[src/rtl/gpu_pkg.sv]
// rtl/gpu_pkg.sv - shared pixel index, color and scan-state types for the GPU frame path
package gpu_pkg;

  localparam int PIXEL_IDX_W = 19;
  localparam int COLOR_W     = 8;

  // Pixel address/index type, shared with the blending writer
  typedef logic [PIXEL_IDX_W-1:0] pixel_idx_t;

  typedef struct packed {
    logic [COLOR_W-1:0] r;
    logic [COLOR_W-1:0] g;
    logic [COLOR_W-1:0] b;
  } rgb_t;

  // One output-buffer entry: the color plus the index it was read from
  typedef struct packed {
    rgb_t       rgb;
    pixel_idx_t idx;
  } pix_entry_t;

  localparam int ENTRY_W = $bits(pix_entry_t);

  typedef enum logic [1:0] {
    IDLE,
    SCAN,
    DRAIN
  } scan_state_t;

endpackage

[src/rtl/scanout_fifo.sv]
// rtl/scanout_fifo.sv - synchronous output buffer of {rgb_t, index} entries
module scanout_fifo
  import gpu_pkg::*;
#(
  parameter int DEPTH = 4,
  parameter int CNT_W = $clog2(DEPTH) + 1
) (
  input  logic               clk,
  input  logic               reset,
  input  logic               push,
  input  logic [ENTRY_W-1:0] push_data,
  input  logic               pop,
  output logic [ENTRY_W-1:0] head,
  output logic [CNT_W-1:0]   count,
  output logic               empty,
  output logic               full
);

  localparam int PTR_W = $clog2(DEPTH);

  logic [ENTRY_W-1:0] mem [DEPTH];
  logic [PTR_W-1:0]   wr_ptr;
  logic [PTR_W-1:0]   rd_ptr;

  // Storage is cleared too so the head reads back as zero after reset
  always_ff @(posedge clk) begin
    if (reset) begin
      wr_ptr <= '0;
      rd_ptr <= '0;
      count  <= '0;
      for (int i = 0; i < DEPTH; i++) mem[i] <= '0;
    end else begin
      if (push) begin
        mem[wr_ptr] <= push_data;
        wr_ptr      <= wr_ptr + PTR_W'(1);
      end
      if (pop) rd_ptr <= rd_ptr + PTR_W'(1);
      case ({push, pop})
        2'b10:   count <= count + CNT_W'(1);
        2'b01:   count <= count - CNT_W'(1);
        default: count <= count;
      endcase
    end
  end

  assign head  = mem[rd_ptr];
  assign empty = (count == '0);
  assign full  = (count == CNT_W'(DEPTH));

endmodule

[src/rtl/frame_scanout.sv]
// rtl/frame_scanout.sv - sequential frame-buffer reader streaming pixels to the display; SCANOUT_UNDERRUN_CNT_EN adds an underrun counter
module frame_scanout
  import gpu_pkg::*;
#(
  parameter int NUM_PIXELS  = 307200,
  parameter int MEM_LATENCY = 2,
  parameter int FIFO_DEPTH  = 4
) (
  input  logic        clk,
  input  logic        reset,
  input  logic        frame_ready,
  output logic        mem_read,
  output logic [18:0] mem_addr,
  input  logic [7:0]  mem_r,
  input  logic [7:0]  mem_g,
  input  logic [7:0]  mem_b,
  output logic        pix_valid,
  input  logic        pix_ready,
  output logic [7:0]  pix_r,
  output logic [7:0]  pix_g,
  output logic [7:0]  pix_b,
  output logic [18:0] pix_number,
  output logic        pix_last,
  output logic        busy,
  output logic        frame_done,
  output logic [15:0] underrun_count
);

  localparam int         CNT_W    = $clog2(FIFO_DEPTH) + 1;
  localparam pixel_idx_t LAST_IDX = pixel_idx_t'(NUM_PIXELS - 1);

  scan_state_t      state;
  scan_state_t      state_nxt;
  pixel_idx_t       addr;
  logic [MEM_LATENCY-1:0] rd_vld;
  pixel_idx_t       rd_idx [MEM_LATENCY];
  logic [CNT_W-1:0] fifo_count;
  logic             fifo_empty;
  logic             fifo_full;
  logic [7:0]       credit_used;
  logic             issue;
  logic             push;
  logic             xfer;
  pix_entry_t       push_entry;
  pix_entry_t       head;

  // Credits in use: reads still in the memory pipe plus entries already buffered
  always_comb begin
    credit_used = 8'(fifo_count);
    for (int i = 0; i < MEM_LATENCY; i++) credit_used = credit_used + 8'(rd_vld[i]);
  end

  assign issue    = (state == SCAN) && (credit_used < 8'(FIFO_DEPTH));
  assign mem_read = issue;
  assign mem_addr = addr;
  assign xfer     = pix_valid && pix_ready;
  assign busy     = (state != IDLE);

  // Next-state logic
  always_comb begin
    state_nxt = state;
    case (state)
      IDLE:    if (frame_ready) state_nxt = SCAN;
      SCAN:    if (issue && addr == LAST_IDX) state_nxt = DRAIN;
      DRAIN:   if (xfer && pix_last) state_nxt = IDLE;
      default: state_nxt = IDLE;
    endcase
  end

  // State, read address counter and end-of-frame pulse
  always_ff @(posedge clk) begin
    if (reset) begin
      state      <= IDLE;
      addr       <= '0;
      frame_done <= 1'b0;
    end else begin
      state      <= state_nxt;
      frame_done <= (state == DRAIN) && xfer && pix_last;
      if (state == IDLE && frame_ready) addr <= '0;
      else if (issue) addr <= (addr == LAST_IDX) ? '0 : addr + 1'b1;
    end
  end

  // Read-valid/index pipe matching the memory latency; reset drops in-flight returns
  always_ff @(posedge clk) begin
    if (reset) begin
      rd_vld <= '0;
      for (int i = 0; i < MEM_LATENCY; i++) rd_idx[i] <= '0;
    end else begin
      rd_vld[0] <= issue;
      rd_idx[0] <= addr;
      for (int i = 1; i < MEM_LATENCY; i++) begin
        rd_vld[i] <= rd_vld[i-1];
        rd_idx[i] <= rd_idx[i-1];
      end
    end
  end

  assign push       = rd_vld[MEM_LATENCY-1];
  assign push_entry = '{rgb: '{r: mem_r, g: mem_g, b: mem_b}, idx: rd_idx[MEM_LATENCY-1]};

  scanout_fifo #(
    .DEPTH (FIFO_DEPTH),
    .CNT_W (CNT_W)
  ) u_fifo (
    .clk       (clk),
    .reset     (reset),
    .push      (push),
    .push_data (push_entry),
    .pop       (xfer),
    .head      (head),
    .count     (fifo_count),
    .empty     (fifo_empty),
    .full      (fifo_full)
  );

  assign pix_valid  = !fifo_empty;
  assign pix_r      = head.rgb.r;
  assign pix_g      = head.rgb.g;
  assign pix_b      = head.rgb.b;
  assign pix_number = head.idx;
  assign pix_last   = pix_valid && (head.idx == LAST_IDX);

  // The credit rule must keep returning data from ever meeting a full buffer
  assert property (@(posedge clk) disable iff (reset) !(push && fifo_full));

`ifdef SCANOUT_UNDERRUN_CNT_EN
  logic [15:0] underrun_q;

  // Saturating count of cycles where the display wanted a pixel and none was ready
  always_ff @(posedge clk) begin
    if (reset) underrun_q <= '0;
    else if (state == IDLE && frame_ready) underrun_q <= '0;
    else if (state != IDLE && pix_ready && !pix_valid && underrun_q != 16'hFFFF)
      underrun_q <= underrun_q + 16'd1;
  end

  assign underrun_count = underrun_q;
`else
  assign underrun_count = '0;
`endif

endmodule

[config.mk]
export PLATFORM = sky130hd
export DESIGN_NAME = frame_scanout
export DESIGN_NICKNAME = d
export VERILOG_FILES = /design/src/rtl/gpu_pkg.sv /design/src/rtl/scanout_fifo.sv /design/src/rtl/frame_scanout.sv
export SDC_FILE = /design/constraint.sdc
export NUM_CORES = 1
export LEC_CHECK = 0
export BUFFER_PORTS_ARGS = -buffer_cell sky130_fd_sc_hd__buf_2
export CAP_MARGIN = 30
export CORE_MARGIN = 5
export CORE_UTILIZATION = 55
export DETAILED_ROUTE_END_ITERATION = 12
export GPL_TIMING_DRIVEN = 0
export HOLD_SLACK_MARGIN = 0.05
export MAX_ROUTING_LAYER = met4
export PLACE_DENSITY_LB_ADDON = 0.15
export SYNTH_ARGS = -nofsm -noshare
export SYNTH_HDL_FRONTEND = slang
export SYNTH_SLANG_ARGS = --single-unit
[constraint.sdc]
create_clock -name clk -period 5 [get_ports clk]
set_input_delay 1 -clock clk [delete_from_list [all_inputs] [get_ports clk]]
set_output_delay 1 -clock clk [all_outputs]
set_load 0.005 [all_outputs]
==> metrics.yaml, run 1 <==
die_w_um: 144
grt_start_max_net_pins: 33
yosysTopAreaCell: "edfxtp_1"
ios: 111
gr-total-overflow: 0
reg2reg_slack_ns: 2.14
max_stage_delay_ns: 0.65
setup_viol: 0
antenna_left: 0
pwr-share-seq: 0.498
yosys-top-cells-area: "edfxtp_1 52%, dfxtp_1 14%, mux4_2 9.1%, nor2_1 4.6%, and2_1 2.9%"
vias: 5905
period_minus_slack_ns: 4.22
cts_tree: "built"
combPwrFrac: 0.092
yosysUniqueCellTypes: 41
rows: 49
post-place-cells: 1082
cts-resized-gates: 0
path_max_fanout: 10
clkSinkCount: 243
dieHeight_um: 144
cts_setup_buffers: 0
whs_path_depth: 1
critPathSlowestCell: "clkbuf_1"
synth_area_per_cell_um2: 13.4
first_pass_iters: 5
end_kind: "output port"
ys_ff_latch: 243
vias_per_cell: 5.24
cp-start-kind: "flop"
antenna_found_initial: 0
fmax_ghz: 0.237
post-route-util: 0.652
worstPathArrival_ns: 3.22
p_int_mw: 3.53
worst_pin_slew_ns: 1.01
drc_errors: 0
clockBufferDepth: 3
r2r_cells: 7
final_layout_size_suffix_gt1_frac: 0.226
clock_skew_ns: 0.0158
min-delay-path-class: "reg2reg"
p_total_mw: 4.49
switching_share: 0.214
peakVddDrop_mv: 0.268
layout_commonest_cell: "edfxtp_1"
hold_end: "rd_idx[0][28]$_SDFF_PP0_"
yosys.area.top_type_share: 0.522
place.gp.congestion: 0.941
maxSlewHeadroom: 0.319
postCtsHoldBufs: 0
cp.required_ns: 4.00
pwr_density_cell_mw_per_mm2: 386
num-fill-cells: 1347
layout_common_cells: "172 x edfxtp_1, 120 x nor2_1, 101 x buf_2"
dr.first_iter.drc_count: 400
syn_area_mm2: 0.00989
p_leak_nw: 4.64
totalWireLength_mm: 20.4
hold_viol: 0
rsz0062_at_grt: "no"
clock_power_share: 0.410
finalNonFillerCells: 1126
core_area_mm2: 0.0178
routedWlPerCell_um: 18.1
layout.nets: 911
max_cap_viol_count: 0
cts.htree.levels: 1
ys.warnings.count: 0
period_share: 0.843
finalMaxSlewViolations: 0
net-switching-power_mw: 0.960
n_antenna_cell: 0
tns_ns: 0
grt_pass1_vias: 6326
clkTransAtPathRegs_ns: 0.06
hold_start: "rd_idx[0][9]$_SDFF_PP0_"
grt_pass1_wl_mm: 32.7
r2r_end: "state[1]$_SDFFE_PP0P_"
die-area_mm2: 0.0208
crit_top_cell: "clkbuf_1"
critPathKind: "reg2out"
initial_core_util: 0.554
syn_inst: 739
clk_latency_ns: 0.52
synth.yosys.seq_area_share: 0.666
numCtsBuffers: 24
cts-root-buf: "clkbuf_16"
hpwl_mm: 13.6
status: "finished, final reports clean"
area_delta_synth_final_pct: 17.6
portBuffers: 94
grt_usage: 0.208
cp_cell_sequence: "clkbuf_1, clkbuf_1, mux4_2, nand4_1, nor3_1, and2_1, buf_2"
-- cells in the mapped netlist (all sizes together) --
cell type	count
a211o	1
inv	51
and2	46
nand2b	4
ha	3
nor4	10
or4b	1
conb	1
a2111oi	1
a31oi	1
buf	23
or2	2
nand3b	1
nor3	5
and4	2
nor2	120
edfxtp	172
mux4	43
or3	2
o21ai	1
fa	1
o21ba	1
nor2b	38
o21bai	2
xnor2	11
a21o	2
nor4b	1
nand4	11
clkbuf	32
a21oi	4
dfxtp	71
nand3	6
a31o	1
nand2	56
xor2	12
-- critical path: cells and delay by family, from the launching register on --
kind	cells	cell delay, ns
and+or+nand+nor	3	0.92
buffers and inverters	3	1.10
muxes	1	0.39
DFF	1	0.30
-- sequential cells by signal, summed over array words and instances, names as in the netlist, named ones only --
name,cells
u_fifo.mem,172
rd_idx,38
mem_addr,19
u_fifo.count,3
rd_vld,2
state,2
u_fifo.rd_ptr,2
u_fifo.wr_ptr,2
frame_done,1
-- power by group through the flow --
stage | Sequential (mW) | Clock, mW | Combinational, mW
after floorplan | 2.28 | 0 | 0.268
after global placement | 2.28 | 0 | 0.407
after detailed placement | 2.28 | 0 | 0.423
after CTS | 2.24 | 1.86 | 0.424
after global routing | 2.24 | 1.96 | 0.456
final | 2.24 | 1.84 | 0.413
-- logic make-up (layout without fill, tap and decap cells) --
kind of cell	after synthesis	count (layout)	share of synthesized area
multiplexers	43	43	0.0991
flip-flops	243	243	0.666
AO/OA/AOI/OAI	14	14	0.00999
adder cells (fa/ha/maj)	4	4	0.00582
AND/OR/NAND/NOR	305	305	0.151
buffers and inverters	106	249	0.0478
XOR/XNOR	23	23	0.0204
other	1	16	0.000379
-- area by class of cell --
type	instances	area, um^2	area share
multi-input combinational	405	2920	0.251
clock inverter	11	161	0.0139
inverter	51	191	0.0165
buffer	55	282	0.0242
sequential	243	6590	0.566
timing repair buffer	99	556	0.0478
clock buffer	33	654	0.0562
tap	229	287	0.0246
-- routing by layer --
layer / vias up / track usage / share of wire
met2: 190 / 0.372 / 0.53
li1: 2811 / - / -
met5: - / - / 0
met3: 28 / 0.0288 / 0.061
met4: 0 / 0.0491 / 0.016
met1: 2876 / 0.250 / 0.39
-- stage by stage --
stage | hold slack, ns | cell area, um^2 | setup slack, ns
final | 0.431 | 11600 | 0.783
after global routing | 0.451 | 11600 | 0.618
after CTS | 0.435 | 11600 | 0.718
after detailed placement | 0.420 | 10800 | 1.27
after global placement | 0.417 | 10700 | 0.134
after floorplan | 0.414 | 9950 | 1.87
-- how the worst max path moves through the flow --
stage / to / slack (ns)
floorplan: u_fifo.mem[2][0]$_SDFFCE_PN0P_ / 1.87
global placement: u_fifo.mem[2][22]$_SDFFCE_PN0P_ / 0.13
detailed placement: pix_last / 1.27
CTS: pix_last / 0.72
global route: pix_last / 0.62
finish: pix_last / 0.78
(Power assumes the default switching activity.)
==> run 2: changes to the inputs <==
- ABC_AREA: not set -> 1
- clock period: 5 -> 4.3 ns (I/O delays scaled with it)
==> metrics.yaml, run 2 <==
status: "finished, final reports clean"  # unchanged
numCtsBuffers: 25  # was 24
hold_ws_ns: 0.395  # was 0.431 ns
postCtsHoldBufs: 0  # unchanged
area_delta_synth_final_pct: 17.0  # was 17.6%
rsz0062_at_grt: "no"  # unchanged
cts_setup_buffers: 0  # unchanged
yosysTopAreaCell: "edfxtp_1"  # unchanged
top_register: "u_fifo.mem"  # unchanged
synth.most_common_cell: "nor2_1"  # was edfxtp_1
hold_end: "rd_idx[0][23]$_SDFF_PP0_"  # was rd_idx[0][28]$_SDFF_PP0_
antenna_left: 0  # unchanged
clock_power_share: 0.404  # was 0.410
cts-root-buf: "clkbuf_16"  # unchanged
hold_start: "rd_idx[0][4]$_SDFF_PP0_"  # was rd_idx[0][9]$_SDFF_PP0_
largest_register_ffs: 172  # unchanged
max_cap_viol_count: 0  # unchanged
place.gp.congestion: 0.880  # was 0.941
cts-resized-gates: 0  # unchanged
pwr_density_cell_mw_per_mm2: 422  # was 386 mW/mm^2
reg2reg_slack_ns: 1.84  # was 2.14 ns
die_w_um: 148  # was 144 um
peakVddDrop_mv: 0.283  # was 0.268 mV
cp-start-kind: "flop"  # unchanged
layout.nets: 1323  # was 911
worstPathArrival_ns: 2.51  # was 3.22 ns
ios: 111  # unchanged
cts.htree.levels: 1  # unchanged
cts_tree: "built"  # unchanged
period_share: 0.783
final_area_mm2: 0.0122  # was 0.0116 mm^2
combPwrFrac: 0.094  # was 0.092
vias_per_cell: 5.11  # was 5.24
net-switching-power_mw: 1.19  # was 0.960 mW
end_kind: "output port"  # unchanged
synth_area_per_cell_um2: 9.09  # was 13.4 um^2
clkSinkCount: 243  # unchanged
maxSlewHeadroom: 0.372  # was 0.319
initial_core_util: 0.559  # was 0.554
switching_share: 0.231  # was 0.214
gr-total-overflow: 0  # unchanged
hpwl_mm: 16.1  # was 13.6 mm
dpl_cell_area_mm2: 0.0114  # was 0.0108 mm^2
antenna_found_initial: 0  # unchanged
place_ws_ns: 1.02  # was 1.27 ns
final_layout_size_suffix_gt1_frac: 0.137  # was 0.226
post-place-cells: 1498  # was 1082
clockBufferDepth: 3  # unchanged
finalNonFillerCells: 1544  # was 1126
clkTransAtPathRegs_ns: 0.06  # about the same
clk_latency_ns: 0.52  # about the same
p_leak_nw: 4.96  # was 4.64 nW
clock_skew_ns: 0.0136  # was 0.0158 ns
layout_commonest_cell: "nor2_1"  # was edfxtp_1
grt_pass1_wl_mm: 39.2  # was 32.7 mm
setup_viol: 0  # unchanged
drc_errors: 0  # unchanged
rows: 50  # was 49
p_int_mw: 3.98  # was 3.53 mW
portBuffers: 93  # was 94
yosys.area.top_type_share: 0.494  # was 0.522
first_pass_iters: 5  # unchanged
worst_pin_slew_ns: 0.938  # was 1.01 ns
die-area_mm2: 0.0219  # was 0.0208 mm^2
vias: 7893  # was 5905
tns_ns: 0  # unchanged
r2r_cells: 6  # was 7
grt_usage: 0.232  # was 0.208
totalWireLength_mm: 24.4  # was 20.4 mm
ys.warnings.count: 0  # unchanged
min-delay-path-class: "reg2reg"  # unchanged
final.setup.worst_slack_ns: 0.932  # was 0.783 ns
syn_inst: 1151  # was 739
yosysUniqueCellTypes: 33  # was 41
dieHeight_um: 148  # was 144 um
synth_edf_count: 172  # unchanged
async_flop_share: 0  # unchanged
ys_ff_latch: 243  # unchanged
period_minus_slack_ns: 3.37
hold_viol: 0  # unchanged
synth.top_cells.by_count: "302 x nor2_1, 191 x inv_1, 172 x edfxtp_1, 143 x nand2_1, 71 x dfxtp_1"  # was 172 x edfxtp_1, 120 x nor2_1, 71 x dfxtp_1, 56 x nand2_1, 51 x inv_1
core_area_mm2: 0.0187  # was 0.0178 mm^2
r2r_end: "u_fifo.mem[0][10]$_SDFFCE_PN0P_"  # was state[1]$_SDFFE_PP0P_
r2r_start: "rd_vld[1]$_SDFF_PP0_"
synth.yosys.seq_area_share: 0.629  # was 0.666
critPathKind: "reg2out"  # unchanged
layout_common_cells: "302 x nor2_1, 191 x inv_1, 172 x edfxtp_1"  # was 172 x edfxtp_1, 120 x nor2_1, 101 x buf_2
synth_flop_cell: "edfxtp_1"  # unchanged
routedWlPerCell_um: 15.8  # was 18.1 um
cp.required_ns: 3.44  # was 4.00 ns
path_max_fanout: 10  # unchanged
yosys-top-cells-area: "edfxtp_1 49%, dfxtp_1 14%, nor2_1 11%, inv_1 6.9%, nand2_1 5.1%"  # was edfxtp_1 52%, dfxtp_1 14%, mux4_2 9.1%, nor2_1 4.6%, and2_1 2.9%
grt_pass1_vias: 7783  # was 6326
n_antenna_cell: 0  # unchanged
dr.first_iter.drc_count: 618  # was 400
whs_path_depth: 2  # was 1
syn_area_mm2: 0.0105  # was 0.00989 mm^2
finalMaxSlewViolations: 0  # unchanged
fmax_ghz: 0.297
pwr-share-seq: 0.502  # was 0.498
grt_start_max_net_pins: 32  # was 33
run 2: layer usage:
metal	up-vias	track usage	wire length (um)
met2	271	0.389	11800
met3	38	0.0288	1600
li1	3908	-	-
met1	3676	0.305	10500
met4	0	0.0554	482
met5	-	-	0
run 2: stage by stage:
step,total power [mW],util
global placement,3.12,0.603
floorplan,2.93,-
detailed placement,3.13,0.612
CTS,5.20,0.655
finish,5.17,0.655
global route,5.36,0.655
run 2: worst max-delay path, cell delays in order, from the launching register on:
cell     delay, ns
dfxtp_1       0.30
buf_4         0.17
inv_1         0.20
buf_4         0.26
nand3_1       0.09
nand2_1       0.08
nand2_1       0.07
nor2_1        0.11
nand2_1       0.11
nor2_1        0.29
and2_1        0.19
buf_2         0.11
run 2: worst max path at each step:
| stage | from | to |
|---|---|---|
| 6_report | flop | pix_last |
| 5_1_grt | flop | pix_r[2] |
| 4_1_cts | flop | pix_last |
| 3_5_place_dp | reset | u_fifo.mem[0][9]$_SDFFCE_PN0P_ |
| 3_3_place_gp | u_fifo.wr_ptr[0]$_SDFFE_PP0P_ | u_fifo.mem[3][9]$_DFFE_PP_ |
| 2_1_floorplan | u_fifo.wr_ptr[1]$_SDFFE_PP0P_ | u_fifo.mem[2][0]$_SDFFCE_PN0P_ |
run 2: power by group through the flow:
stage          Clock [mW]  Combinational, mW  Sequential, mW
2_1_floorplan           0              0.280            2.65
3_3_place_gp            0              0.462            2.66
3_5_place_dp            0              0.486            2.65
4_1_cts              2.11              0.490            2.60
5_1_grt              2.21              0.541            2.60
6_report             2.09              0.486            2.60
run 2: final cells by class:
cell class | count | area (um^2)
clock inverters | 3 | 18.8
well taps | 234 | 293
multi-input cells | 661 | 2890
repair buffers | 98 | 588
plain buffers | 67 | 347
inverters | 195 | 732
clock buffers | 43 | 787
fillers | 1550 | 6460
flip-flops and latches | 243 | 6590
run 2: cells by family (layout without fill, tap and decap cells):
kind of cell,after synthesis,in the layout,share of synthesized area
compound gates,118,118,0.0618
xor+xnor,2,2,0.00167
fa+ha+maj,4,4,0.00550
buf+inv,262,406,0.103
flops,243,243,0.629
other cells,1,16,0.000358
simple gates,521,521,0.198
==> run 3: changes to the inputs <==
- CORE_UTILIZATION: 55 -> 53
- clock period: 4.3 -> 2.7 ns (I/O delays scaled with it)
==> metrics.yaml, run 3 (synthesis results as in run 2) <==
status: "finished, final reports clean"  # unchanged
p_leak_nw: 5.02  # was 4.96 nW
min-delay-path-class: "in2reg"  # was reg2reg
period_share: 0.995
top_register: "u_fifo.mem"  # unchanged
grt_usage: 0.230  # was 0.232
antenna_found_initial: 0  # unchanged
wl_met1_mm: 10.7  # was 10.5 mm
cp.required_ns: 2.16  # was 3.44 ns
path_max_fanout: 10  # unchanged
routedWlPerCell_um: 15.8  # about the same
final_layout_size_suffix_gt1_frac: 0.157  # was 0.137
die-area_mm2: 0.0227  # was 0.0219 mm^2
max_cap_viol_count: 0  # unchanged
clockBufferDepth: 3  # unchanged
vias_per_cell: 5.00  # was 5.11
area_delta_synth_final_pct: 18.5  # was 17.0%
setup_viol: 0  # unchanged
finalNonFillerCells: 1580  # was 1544
die_w_um: 151  # was 148 um
finalMaxSlewViolations: 0  # unchanged
clock_power_share: 0.391  # was 0.404
combPwrFrac: 0.100  # was 0.094
numCtsBuffers: 25  # unchanged
place_ws_ns: -0.399  # was 1.02 ns
place.gp.congestion: 0.890  # was 0.880
drc_errors: 0  # unchanged
vias: 7907  # was 7893
net-switching-power_mw: 1.89  # was 1.19 mW
hpwl_mm: 16.5  # was 16.1 mm
totalWireLength_mm: 24.9  # was 24.4 mm
cts-root-buf: "clkbuf_16"  # unchanged
crit_path_end: "pix_last"  # unchanged
met2_length_mm: 12.0  # was 11.8 mm
antenna_left: 0  # unchanged
dieHeight_um: 151  # was 148 um
clkTransAtPathRegs_ns: 0.06  # about the same
portBuffers: 93  # unchanged
switching_share: 0.233  # was 0.231
layout.nets: 1329  # was 1323
max_stage_delay_ns: 0.34  # was 0.30 ns
cts.htree.levels: 1  # unchanged
final.setup.worst_slack_ns: 0.0127  # was 0.932 ns
topRoutingLayerUsed: "met4"  # unchanged
pwr_density_cell_mw_per_mm2: 655  # was 422 mW/mm^2
post-place-cells: 1530  # was 1498
layout_commonest_cell: "nor2_1"  # unchanged
first_pass_iters: 5  # unchanged
rows: 51  # was 50
clkSinkCount: 243  # unchanged
r2r_cells: 6  # unchanged
num-fill-cells: 1661  # was 1550
cp-start-kind: "flop"  # unchanged
maxSlewHeadroom: 0.406  # was 0.372
reg2reg_slack_ns: 0.29  # was 1.84 ns
clk_latency_ns: 0.51  # was 0.52 ns
core_area_mm2: 0.0195  # was 0.0187 mm^2
fmax_ghz: 0.372
worst_pin_slew_ns: 0.887  # was 0.938 ns
hold_viol: 0  # unchanged
critPathKind: "reg2out"  # unchanged
peakVddDrop_mv: 0.450  # was 0.283 mV
initial_core_util: 0.538  # was 0.559
largest_register_ffs: 172  # unchanged
layout_common_cells: "298 x nor2_1, 190 x inv_1, 172 x edfxtp_1"  # was 302 x nor2_1, 191 x inv_1, 172 x edfxtp_1
gr-total-overflow: 0  # unchanged
critPathSlowestCell: "dfxtp_1"  # unchanged
clock_skew_ns: 0.0101  # was 0.0136 ns
met3_length_mm: 1.69  # was 1.60 mm
r2r_start: "rd_vld[1]$_SDFF_PP0_"  # unchanged
dr.first_iter.drc_count: 612  # was 618
pwr-share-seq: 0.509  # was 0.502
ios: 111  # unchanged
period_minus_slack_ns: 2.69
n_antenna_cell: 0  # unchanged
grt_pass1_vias: 7631  # was 7783
rsz0062_at_grt: "yes"  # was no
end_kind: "output port"  # unchanged
cp_cell_sequence: "buf_6, buf_4, o21ai_0, o22ai_2, nand3_2, nor2_4, and2_1, buf_2"  # was buf_4, inv_1, buf_4, nand3_1, nand2_1, nand2_1, nor2_1, nand2_1, nor2_1, and2_1, buf_2
r2r_end: "u_fifo.mem[0][17]$_SDFFCE_PN0P_"  # was u_fifo.mem[0][10]$_SDFFCE_PN0P_
grt_start_max_net_pins: 24  # was 32
cts_tree: "built"  # unchanged
worstPathArrival_ns: 2.15  # was 2.51 ns
grt_pass1_wl_mm: 39.5  # was 39.2 mm
p_int_mw: 6.23  # was 3.98 mW
-- run 3: worst min path at each step --
stage | start | to | slack, ns | depth (start not counted)
floorplan | rd_idx[0][0]$_SDFF_PP0_ | rd_idx[0][19]$_SDFF_PP0_ | 0.39 | 2
global placement | rd_idx[0][4]$_SDFF_PP0_ | rd_idx[0][23]$_SDFF_PP0_ | 0.39 | 2
detailed placement | rd_idx[0][3]$_SDFF_PP0_ | rd_idx[0][22]$_SDFF_PP0_ | 0.39 | 2
CTS | frame_ready | state[0]$_SDFFE_PP0P_ | 0.30 | 3
global route | frame_ready | state[0]$_SDFFE_PP0P_ | 0.33 | 3
finish | frame_ready | state[0]$_SDFFE_PP0P_ | 0.31 | 3
-- run 3: power groups by stage --
stage | Sequential (mW) | Combinational [mW] | Clock [mW]
after floorplan | 4.21 | 0.447 | 0
after global placement | 4.22 | 0.742 | 0
after detailed placement | 4.21 | 0.781 | 0
after CTS | 4.14 | 0.801 | 3.22
after global routing | 4.15 | 0.902 | 3.38
final | 4.14 | 0.812 | 3.18
-- run 3: stage by stage --
stage               total power, mW  hold WS [ns]  instance area, um^2  TNS [ns]  utilization
floorplan                      4.65         0.388                10500         0            -
global placement               4.96         0.393                11300   -110.78        0.582
detailed placement             4.99         0.394                11500    -12.68        0.590
CTS                            8.16         0.296                12300   -0.0417        0.634
global route                   8.42         0.333                12400   -0.0994        0.637
finish                         8.13         0.306                12400         0        0.637
-- run 3: timing repair --
action,CTS,global route
endpoints found under the setup margin,25,32
hold buffers,0,0
pin swaps,2,3
setup buffers,2,3
resized for setup,28,16
-- run 3: final cells by class --
cell class	instances	area (um^2)	share of cell area
inverter	195	736	0.0593
clock inverter	5	27.5	0.00222
multi-input combinational	661	2940	0.237
tap	265	332	0.0267
sequential	243	6590	0.531
timing repair buffer	104	638	0.0514
buffer	67	407	0.0328
clock buffer	40	732	0.0590
-- run 3: critical path, delay by kind of cell (launching register included) --
family	cells	cell delay, ns
buf+inv	3	0.48
flops	1	0.34
simple gates	3	0.45
compound gates	2	0.38
-- run 3: metal layers --
metal | global-route usage | vias to the layer above
met3 | 0.0301 | 46
met5 | - | -
met4 | 0.0618 | 0
li1 | - | 3921
met2 | 0.377 | 293
met1 | 0.306 | 3647
